===== src/rtl/dmem_arbiter.sv =====
// rtl/dmem_arbiter.sv - round-robin CPU/host arbiter for the single-port data memory
module dmem_arbiter #(
    parameter int DATA_W = 16,
    parameter int ADDR_W = 8
) (
    input  logic              clk,
    input  logic              reset_n,
    input  logic              cpu_req,
    input  logic              cpu_we,
    input  logic [ADDR_W-1:0] cpu_addr,
    input  logic [DATA_W-1:0] cpu_wdata,
    output logic              cpu_gnt,
    output logic              cpu_rvalid,
    output logic [DATA_W-1:0] cpu_rdata,
    input  logic              host_req,
    input  logic              host_we,
    input  logic [ADDR_W-1:0] host_addr,
    input  logic [DATA_W-1:0] host_wdata,
    output logic              host_gnt,
    output logic              host_rvalid,
    output logic [DATA_W-1:0] host_rdata,
    input  logic              host_lock,
    output logic              mem_en,
    output logic              mem_we,
    output logic [ADDR_W-1:0] mem_addr,
    output logic [DATA_W-1:0] mem_wdata,
    input  logic [DATA_W-1:0] mem_rdata,
    output logic              busy
);

    typedef enum logic [1:0] {
        IDLE    = 2'd0,
        GRANT   = 2'd1,
        RECOVER = 2'd2
    } state_t;

    state_t state, state_nxt;

    logic last_host;
    logic owner_host;
    logic pending;
    logic cpu_elig;
    logic host_elig;
    logic do_grant;
    logic pick_host;

    always_ff @(posedge clk or negedge reset_n) begin
        if (!reset_n) begin
            state <= IDLE;
        end else begin
            state <= state_nxt;
        end
    end

    // On a tie the host wins only if the CPU took the previous slot.
    always_comb begin
        cpu_elig  = cpu_req & ~host_lock;
        host_elig = host_req;
        do_grant  = 1'b0;
        pick_host = 1'b0;
        state_nxt = state;
        case (state)
            IDLE: begin
                if (cpu_elig | host_elig) begin
                    do_grant  = 1'b1;
                    pick_host = host_elig & (~cpu_elig | ~last_host);
                    state_nxt = GRANT;
                end
            end
            GRANT:   state_nxt = RECOVER;
            RECOVER: state_nxt = IDLE;
            default: state_nxt = IDLE;
        endcase
    end

    assign busy = (state != IDLE);

    always_ff @(posedge clk or negedge reset_n) begin
        if (!reset_n) begin
            last_host   <= 1'b1;
            owner_host  <= 1'b0;
            pending     <= 1'b0;
            mem_en      <= 1'b0;
            mem_we      <= 1'b0;
            mem_addr    <= '0;
            mem_wdata   <= '0;
            cpu_gnt     <= 1'b0;
            host_gnt    <= 1'b0;
            cpu_rvalid  <= 1'b0;
            host_rvalid <= 1'b0;
            cpu_rdata   <= '0;
            host_rdata  <= '0;
        end else begin
            cpu_gnt     <= 1'b0;
            host_gnt    <= 1'b0;
            cpu_rvalid  <= 1'b0;
            host_rvalid <= 1'b0;
            if (do_grant) begin
                mem_en    <= 1'b1;
                mem_we    <= pick_host ? host_we    : cpu_we;
                mem_addr  <= pick_host ? host_addr  : cpu_addr;
                mem_wdata <= pick_host ? host_wdata : cpu_wdata;
                cpu_gnt   <= ~pick_host;
                host_gnt  <= pick_host;
                last_host <= pick_host;
            end
            if (state == GRANT) begin
                mem_en     <= 1'b0;
                mem_we     <= 1'b0;
                pending    <= ~mem_we;
                owner_host <= last_host;
            end
            // The RAM returns read data in the cycle after the strobe, i.e. during RECOVER.
            if (state == RECOVER && pending) begin
                pending <= 1'b0;
                if (owner_host) begin
                    host_rdata  <= mem_rdata;
                    host_rvalid <= 1'b1;
                end else begin
                    cpu_rdata  <= mem_rdata;
                    cpu_rvalid <= 1'b1;
                end
            end
        end
    end

endmodule


===== config.mk =====
export PLATFORM = sky130hd
export DESIGN_NAME = dmem_arbiter
export DESIGN_NICKNAME = d
export VERILOG_FILES = /design/src/rtl/dmem_arbiter.sv
export SDC_FILE = /design/constraint.sdc
export NUM_CORES = 1
export LEC_CHECK = 0
export ABC_AREA = 1
export BUFFER_PORTS_ARGS = -buffer_cell sky130_fd_sc_hd__buf_2
export CORE_ASPECT_RATIO = 0.6
export CORE_MARGIN = 2
export CORE_UTILIZATION = 42
export CTS_CLUSTER_SIZE = 16
export DETAILED_ROUTE_END_ITERATION = 10
export GPL_TIMING_DRIVEN = 0
export HOLD_SLACK_MARGIN = 0.02
export PLACE_DENSITY = 0.74
export SLEW_MARGIN = 30
export SYNTH_ARGS = -nofsm -noshare
export SYNTH_HDL_FRONTEND = slang
export SYNTH_SLANG_ARGS = --single-unit

===== constraint.sdc =====
create_clock -name clk -period 1.2 [get_ports clk]
set_input_delay 0.18 -clock clk [delete_from_list [all_inputs] [get_ports clk]]
set_output_delay 0.18 -clock clk [all_outputs]
set_load 0.005 [all_outputs]

==> results_dict.tcl, run 1 <==
set metrics [dict create \
    run_status "finished with violations" \
    failed_checks "setup timing" \
    crit_fanout 5 \
    postPlaceCellArea_um2 3700 \
    synth-warning-count 0 \
    combPwrFrac_pct 40.5 \
    timing.setup.tns_ns -1.55 \
    worst-endpoint-arrival_ns 1.49 \
    timing.critical_path.slowest_stage_cell "dfstp_2" \
    clkSlewWorstSetupHoldPaths_ns 0.05 \
    worst_r2r_startpoint "last_host$_DFFE_PN1P_" \
    holdPathStages 3 \
    power.share.sequential_pct 33.8 \
    finalHoldViolCount 0 \
    die-width_um 111 \
    worst_hold_path_type "input pin to flop" \
    placement_rows 23 \
    final.setup.worst_slack_ns -0.0812 \
    yosys.cell_types.count 23 \
    fin_max_slew_vios 0 \
    floorplan.initialDensity_pct 43.3 \
    reg2reg_slack_ns -0.08 \
    number_of_violations_of_the_max_capacitance_limit 0 \
    finish.instance_area_um2 4660 \
    grt_most_used_layer "met2" \
    io_pins 134 \
    unrepaired_setup_endpoints_after_global_routing "true" \
    drc 0 \
    p_per_area_nw_per_um2 2740 \
    synthesized_area_per_cell_um2 9.73 \
    fp.coreArea_um2 6680 \
    reg2reg_to "mem_wdata[5]$_DFFE_PN0P_" \
    port_buffers 133 \
    p_total_mw 12.8 \
    finalWirelength_um 8640 \
    grt_antenna_before_repair 0 \
    critical_path.cell_chain "nand3_4 > nand3_4 > inv_6 > clkbuf_16 > nand2_2 > nand3_2" \
    numCtsBuffers 9 \
    die-area_um2 7580 \
    cts_root_buffer "clkbuf_16" \
    grt_pass1_wl_um 12200 \
    cpPeakStageDelay_ns 0.55 \
    layout.cells.most_common_list "buf_2, dfrtp_1, nand2_1" \
    netlist.top_cell.by_area "dfrtp_1" \
    worst_ir_drop_on_vdd_uv 1640 \
    grt_use_total_pct 20.9 \
    swShare_pct 35.0 \
    worst_case_clock_skew_ns 0.00465 \
    dpl.hpwl_um 5540 \
    global_route.usage.met1_pct 28.2 \
    netlist_top_cells_area "dfrtp_1, nand2_1, nand3_1" \
    worst_r2r_path_depth 6 \
    tritoncts "built" \
    switching_pwr_mw 4.47 \
    drtAntennaViolNets 0 \
    critPathMostFrequentCell "nand3_4" \
    vias 2693 \
    timing.max_slew.rel_slack_pct 82.4 \
    drt-initial-drc-count 122 \
    max_freq_mhz 781 \
    clock_tree.htree_level_count 3 \
    min_to "mem_wdata[9]$_DFFE_PN0P_" \
    clock_sinks 67 \
    worst_setup_path_start_kind "flop" \
    layout-drive-gt1-share_pct 60.8 \
    groute.layer.met2.usage_pct 33.1 \
    power.share.clock_pct 25.7 \
    cp_top_family "flip-flops" \
    count_of_cell_instances_traversed_by_the_critical_path 6 \
    synth_seq_area_share_pct 58.1 \
    setup_violations 39 \
    grt_start_max_net_pins 52 \
    min-delay-start "host_wdata[9]" \
    viasPerCell 4.89 \
    routed_wire_length_per_instance_um 15.7 \
    global_route.usage.met3_pct 5.76 \
    cellLeakagePower_nw 2.49 \
    synthToLayoutAreaGrowth_pct 61.3 \
    die_h_um 68.2 \
    detail_route.first_pass.iterations 4 \
    yosys.area.top_type_share_pct 57.2 \
    tightest_slew_ns 0.265 \
    design.final.nets 530 \
    syn_area_um2 2890 \
    first_global_vias 2524 \
    internal_power_mw 8.31 \
    critPathCaptureType "flop" \
    antenna-diode-count 0 \
    worst-setup-path-type "flop to flop" \
    commonest_non_fill_non_tap_cell_in_the_layout "buf_2" \
    fin_crit_sh_pct 107 \
    gpl.final_weighted_congestion 0.792 \
    grt_overflow 0 \
    cell_count_after_synthesis 297 \
    cts_max_path_buffers 2 \
    mappedNetlistNets 368 \
    finalWorstPathRequiredPeriod_ns 1.28 \
    clock_latency_ns 0.33 \
    critPathRequiredTime_ns 1.41 \
    crit_buf_inv 2 \
    synth_seq_cells 67 \
    final_core_util_pct 69.8 \
]
-- synthesized netlist by cell type --
cell and count:
buf_12 1, buf_2 2, buf_4 2, buf_6 8, buf_8 1, dfrtp_1 66
dfstp_2 1, inv_1 28, inv_4 1, inv_6 1, nand2_1 90, nand2_2 4
nand2_4 1, nand3_1 45, nand3_2 7, nand3_4 1, nor2_1 1, nor2_2 1
nor2_4 1, o21ai_0 1, o21ai_1 18, o21ai_2 15, o22ai_1 1
-- worst reg2reg max path, cell delays in order, from the launching register on --
cell and delay [ns]:
dfstp_2 0.55, nand3_4 0.08, nand3_4 0.16, inv_6 0.07, clkbuf_16 0.16, nand2_2 0.06, nand3_2 0.07
-- flip-flops by register name (all words and copies together), names as in the netlist --
register / count
cpu_gnt: 1
cpu_rdata: 16
cpu_rvalid: 1
host_gnt: 1
host_rdata: 16
host_rvalid: 1
last_host: 1
mem_addr: 8
mem_en: 1
mem_wdata: 16
mem_we: 1
owner_host: 1
pending: 1
state: 2
-- power by group through the flow --
stage                     Sequential, mW  Clock [mW]  Combinational (mW)
final                               4.32        3.28                5.18
after global routing                4.44        3.42                5.70
after CTS                           4.05        3.31                4.31
after detailed placement            4.05           0                4.14
after global placement              4.00           0                3.98
after floorplan                     4.11           0                2.22
-- cells by family (layout without fill, tap and decap cells) --
logic type             count (synthesis)  in the layout  synth area share [%]
AND/OR/NAND/NOR                      151            151                  24.5
flip-flops                            67             67                  58.1
buffers and inverters                 44            211                  9.35
AO/OA/AOI/OAI                         35             35                  8.06
-- metrics by stage --
stage	cells	hold WS (ns)	worst slack (ns)
global route	551	0.0632	-0.131
floorplan	297	-0.116	0.00803
CTS	541	0.0575	-0.0625
global placement	517	0.398	-0.356
finish	551	0.0678	-0.0812
detailed placement	518	0.0647	-0.165
-- metal layers --
layer / vias up / wire length [µm]
met5: - / 0
met4: 0 / 61
met3: 5 / 481
met2: 86 / 4210
met1: 1321 / 3890
li1: 1281 / -
-- worst max-delay path by stage --
stage / start / to / slack [ns]
detailed placement: state[0]$_DFFE_PN0P_ / mem_wdata[1]$_DFFE_PN0P_ / -0.17
CTS: last_host$_DFFE_PN1P_ / mem_wdata[1]$_DFFE_PN0P_ / -0.06
global placement: reset_n / mem_addr[4]$_DFFE_PN0P_ / -0.36
finish: last_host$_DFFE_PN1P_ / mem_wdata[5]$_DFFE_PN0P_ / -0.08
global route: last_host$_DFFE_PN1P_ / mem_wdata[5]$_DFFE_PN0P_ / -0.13
floorplan: state[0]$_DFFE_PN0P_ / mem_wdata[10]$_DFFE_PN0P_ / 0.008
-- cell type report --
type / count / area (µm²)
buffer: 14 / 189
clock buffer: 10 / 239
clock inverter: 6 / 136
fill: 526 / 2020
inverter: 30 / 123
multi-input combinational: 186 / 1260
sequential: 67 / 1680
tap: 87 / 109
timing repair buffer: 151 / 921
-- timing repair --
| action | CTS | global route |
|---|---|---|
| pin swaps | 4 | 7 |
| hold buffers | 1 | 0 |
| endpoints found under the setup margin | 46 | 59 |
| buffers inserted | 6 | 5 |
| endpoints found under the hold margin | 16 | 0 |
| gates resized for setup | 13 | 93 |
| gates cloned | 0 | 5 |
Note: power is estimated with default switching activity, not from simulation.
==> run 2, diff against run 1 <==
--- a/config.mk
+++ b/config.mk
@@ -9,2 +9,3 @@
 export BUFFER_PORTS_ARGS = -buffer_cell sky130_fd_sc_hd__buf_2
+export CAP_MARGIN = 10
 export CORE_ASPECT_RATIO = 0.6
==> constraint.sdc (replaced) <==
create_clock -name clk -period 1.2 [get_ports clk]
set_input_delay 0.12 -clock clk [delete_from_list [all_inputs] [get_ports clk]]
set_output_delay 0.12 -clock clk [all_outputs]
set_load 0.005 [all_outputs]
==> results_dict.tcl, run 2 (synthesis gave the netlist of run 1 again) <==
set metrics [dict create \
    design.final.nets 550 \
    grt_pass1_wl_um 12700 \
    finalWirelength_um 8530 \
    layout.cells.most_common_list "buf_2, dfrtp_1, nand2_1" \
    drc 0 \
    worst-endpoint-arrival_ns 1.47 \
    numCtsBuffers 9 \
    clock_tree.htree_level_count 3 \
    worst_setup_path_start_kind "flop" \
    clock_latency_ns 0.33 \
    tightest_slew_ns 0.262 \
    die_h_um 68.2 \
    largest_registers "cpu_rdata (16), host_rdata (16), mem_wdata (16)" \
    grt_antenna_before_repair 0 \
    io_pins 134 \
    final_core_util_pct 70.1 \
    drt-initial-drc-count 167 \
    routed_wire_length_per_instance_um 14.9 \
    clkSlewWorstSetupHoldPaths_ns 0.05 \
    placement_rows 23 \
    finalHoldViolCount 0 \
    number_of_violations_of_the_max_capacitance_limit 0 \
    grt_overflow 0 \
    worst_hold_path_type "input pin to flop" \
    drtAntennaViolNets 0 \
    cts_root_buffer "clkbuf_16" \
    timing.max_slew.rel_slack_pct 82.5 \
    fin_max_slew_vios 0 \
    worst_ir_drop_on_vdd_uv 1500 \
    grt_use_total_pct 21.8 \
    layout-drive-gt1-share_pct 52.1 \
    timing.hold.ws_ns 0.0296 \
    port_buffers 133 \
    crit_fanout 10 \
    dpl.hpwl_um 5540 \
    commonest_non_fill_non_tap_cell_in_the_layout "buf_2" \
    failed_checks "setup timing" \
    floorplan.initialDensity_pct 43.3 \
    final.setup.worst_slack_ns -0.0633 \
    die-area_um2 7580 \
    fp.coreArea_um2 6680 \
    worst_case_clock_skew_ns 0.00500 \
    critPathCaptureType "flop" \
    first_global_vias 2633 \
    cellLeakagePower_nw 2.49 \
    run_status "finished with violations" \
    max_freq_mhz 792 \
    setup_violations 52 \
    unrepaired_setup_endpoints_after_global_routing "true" \
    synthToLayoutAreaGrowth_pct 62.0 \
    p_per_area_nw_per_um2 2620 \
    vias 2776 \
    worst-setup-path-type "flop to flop" \
    antenna-diode-count 0 \
    fin_crit_sh_pct 105 \
    viasPerCell 4.86 \
    finalWorstPathRequiredPeriod_ns 1.26 \
    cts_max_path_buffers 2 \
    critPathRequiredTime_ns 1.41 \
    tritoncts "built" \
    gpl.final_weighted_congestion 0.792 \
    grt_start_max_net_pins 52 \
    clock_sinks 67 \
    die-width_um 111 \
    detail_route.first_pass.iterations 4 \
]
[run 2: cell count changes in the layout (fill, tap and decap cells not counted), sizes merged]
cell | before | now
dlygate4sd3 | 1 | 24
clkbuf | 15 | 13
buf | 159 | 158
[run 2: where the power goes]
| group | switching [mW] | internal (mW) | leakage (nW) |
|---|---|---|---|
| combinational | 2.44 | 2.34 | 1.51 |
| clock | 0.978 | 2.30 | 0.179 |
| sequential | 0.785 | 3.42 | 0.800 |
[run 2: worst paths after layout]
path	endpoint	slack, ns	startpoint	cells past startpoint
min reg2reg	mem_en$_DFFE_PN0P_	0.48	mem_en$_DFFE_PN0P_	2
max	mem_addr[0]$_DFFE_PN0P_	-0.06	last_host$_DFFE_PN1P_	6
max in group asynchronous	last_host$_DFFE_PN1P_	0.43	reset_n	3
max reg2reg	mem_addr[0]$_DFFE_PN0P_	-0.06	last_host$_DFFE_PN1P_	6
min	mem_wdata[6]$_DFFE_PN0P_	0.03	host_wdata[6]	3
min in group asynchronous	host_rdata[6]$_DFFE_PN0P_	0.20	reset_n	2
[run 2: routing by layer]
metal,vias up,share of wire (%),global-route usage [%]
li1,1319,-,-
met2,101,48,35.9
met4,0,0.70,7.41
met1,1351,45,28.8
met5,-,0,0
met3,5,5.7,5.67
[run 2: final cells by class]
cell class	instances	area, µm²
Tap cell	87	109
Fill cell	530	2000
Clock inverter	6	136
Inverter	30	123
Buffer	14	176
Multi-Input combinational cell	186	1120
Sequential cell	67	1680
Timing Repair Buffer	171	1090
Clock buffer	10	239
[run 2: worst max-delay path: stages, from the launching register on]
cell and delay, ns:
dfstp_2 0.55, nand3_4 0.08, nand3_4 0.16, inv_6 0.06, buf_12 0.15, nand2_2 0.06
nand3_2 0.07
[run 2: repair_timing]
action	4_1_cts	5_1_grt
endpoints found under the setup margin	45	59
setup buffers	6	4
gates cloned	0	3
hold buffers	24	0
pin swaps	4	4
resized for setup	12	51
endpoints found under the hold margin	88	0
[run 2: stage by stage]
stage	cells	worst slack, ns	setup TNS (ns)	power (mW)	instance area, µm²
floorplan	297	0.00803	0	6.34	2890
CTS	564	-0.0625	-1.64	11.7	4400
detailed placement	518	-0.165	-2.60	8.19	3700
global route	571	-0.118	-4.49	13.0	4680
finish	571	-0.0633	-1.77	12.3	4680
global placement	517	-0.296	-21.27	7.99	3670
==> run 3, diff against run 2 <==
- REMOVE_ABC_BUFFERS: not set -> 1
==> results_dict.tcl, run 3 (synthesis gave the netlist of run 1 again) <==
set metrics [dict create \
    timing.max_slew.rel_slack_pct 61.3 \
    finish.instance_area_um2 4970 \
    cellLeakagePower_nw 2.52 \
    postPlaceCellArea_um2 3540 \
    grt_start_max_net_pins 37 \
    die-area_um2 7580 \
    gpl.final_weighted_congestion 0.742 \
    crit_fanout 7 \
    critPathCaptureType "flop" \
    tightest_slew_ns 0.579 \
    global_route.usage.met3_pct 5.67 \
    worst_ir_drop_on_vdd_uv 1340 \
    grt_most_used_layer "met1" \
    p_total_mw 12.9 \
    cts_max_path_buffers 2 \
    numCtsBuffers 9 \
    max_freq_mhz 764 \
    cts_root_buffer "clkbuf_16" \
    worst-endpoint-arrival_ns 1.51 \
    worst_setup_path_start_kind "flop" \
    critPathRequiredTime_ns 1.40 \
    p_per_area_nw_per_um2 2600 \
    commonest_non_fill_non_tap_cell_in_the_layout "buf_2" \
    finalHoldViolCount 0 \
    finalWirelength_um 9650 \
    fp.coreArea_um2 6680 \
    port_buffers 133 \
    clock_latency_ns 0.32 \
    unrepaired_setup_endpoints_after_global_routing "true" \
    detail_route.first_pass.iterations 4 \
    floorplan.initialDensity_pct 43.3 \
    drc 0 \
    die-width_um 111 \
    layout.cells.most_common_list "buf_2, dfrtp_1, nand2_1" \
    tritoncts "built" \
    viasPerCell 4.92 \
    grt_use_total_pct 25.1 \
    worst_case_clock_skew_ns 0.00527 \
    pre_cts_slack_ns -0.324 \
    design.final.nets 552 \
    antenna-diode-count 0 \
    routed_wire_length_per_instance_um 16.8 \
    first_global_vias 2734 \
    grt_antenna_before_repair 0 \
    worst-setup-path-type "flop to flop" \
    fin_crit_sh_pct 109 \
    clock_sinks 67 \
    seqCellArea_um2 1680 \
    clkSlewWorstSetupHoldPaths_ns 0.06 \
    synthToLayoutAreaGrowth_pct 72.0 \
    failed_checks "setup timing" \
    clock_tree.htree_level_count 3 \
    dpl.hpwl_um 4690 \
    setup_violations 59 \
    global_route.usage.met1_pct 38.0 \
    number_of_violations_of_the_max_capacitance_limit 0 \
    final.fill_count 465 \
    drt-initial-drc-count 159 \
    largest_registers "cpu_rdata (16), host_rdata (16), mem_wdata (16)" \
    groute.layer.met2.usage_pct 36.8 \
    io_pins 134 \
    timing.hold.ws_ns 0.0287 \
    combined_area_of_the_multi_input_logic_cells_um2 1590 \
    worst_hold_path_type "input pin to flop" \
    layout-drive-gt1-share_pct 63.0 \
    run_status "finished with violations" \
    grt_pass1_wl_um 14500 \
    die_h_um 68.2 \
    drtAntennaViolNets 0 \
    placement_rows 23 \
    final.setup.worst_slack_ns -0.110 \
    finalWorstPathRequiredPeriod_ns 1.31 \
    grt_overflow 0 \
    vias 2822 \
    fin_max_slew_vios 0 \
]
## run 3: changes by cell type in the layout (fill, tap and decap cells not counted), sizes merged, moves of 2 or more
cell / change
nand3: +2
clkinv: +4
inv: +2
nand2: +10
dlygate4sd3: -4
bufinv: -4
buf: -8
## run 3: power by group
part | internal [mW] | switching (mW)
combinational | 2.86 | 3.48
clock | 1.45 | 0.935
sequential | 3.42 | 0.760
total | 7.73 | 5.18
## run 3: worst paths after layout
kind / startpoint / end / slack [ns] / cells past startpoint
min in group asynchronous: reset_n / cpu_rdata[11]$_DFFE_PN0P_ / 0.30 / 2
max reg2reg: state[0]$_DFFE_PN0P_ / mem_addr[4]$_DFFE_PN0P_ / -0.11 / 6
min: host_addr[3] / mem_addr[3]$_DFFE_PN0P_ / 0.03 / 3
max in group asynchronous: reset_n / mem_addr[0]$_DFFE_PN0P_ / 0.37 / 3
min reg2reg: host_rdata[15]$_DFFE_PN0P_ / host_rdata[15]$_DFFE_PN0P_ / 0.47 / 2
max: state[0]$_DFFE_PN0P_ / mem_addr[4]$_DFFE_PN0P_ / -0.11 / 6
## run 3: what timing repair did
| action | in CTS | in global routing |
|---|---|---|
| setup endpoints to repair | 63 | 64 |
| setup buffers | 10 | 6 |
| pin swaps | 22 | 27 |
| hold buffers | 20 | 0 |
| gates cloned | 16 | 1 |
| endpoints found under the hold margin | 53 | 0 |
| resized for setup | 80 | 59 |
## run 3: worst max-delay path: stages (launching register included)
cell and delay, ns:
dfrtp_2 0.43, nor2_4 0.22, nand3_4 0.10, buf_12 0.17, buf_8 0.14, nand3_2 0.07
nand3_2 0.05
## run 3: stage by stage
step / utilization [%] / instances / TNS, ns
2_1_floorplan: - / 283 / -2.38
3_3_place_gp: 52.6 / 503 / -31.95
3_5_place_dp: 53.0 / 504 / -16.60
4_1_cts: 70.0 / 566 / -3.12
5_1_grt: 74.4 / 573 / -7.16
6_report: 74.4 / 573 / -4.04
## run 3: metal layers
metal,wire [µm],up-vias
li1,-,1353
met1,4510,1345
met2,4310,119
met3,795,5
met4,41,0
met5,0,-
## run 3: area by class of cell
cell class / count / share of cell area (%)
sequential: 67 / 33.8
clock inverter: 4 / 0.529
timing repair buffer: 170 / 22.3
inverter: 30 / 2.82
multi-input combinational: 198 / 31.9
tap: 87 / 2.19
clock buffer: 12 / 4.96
timing repair inverter: 5 / 1.44
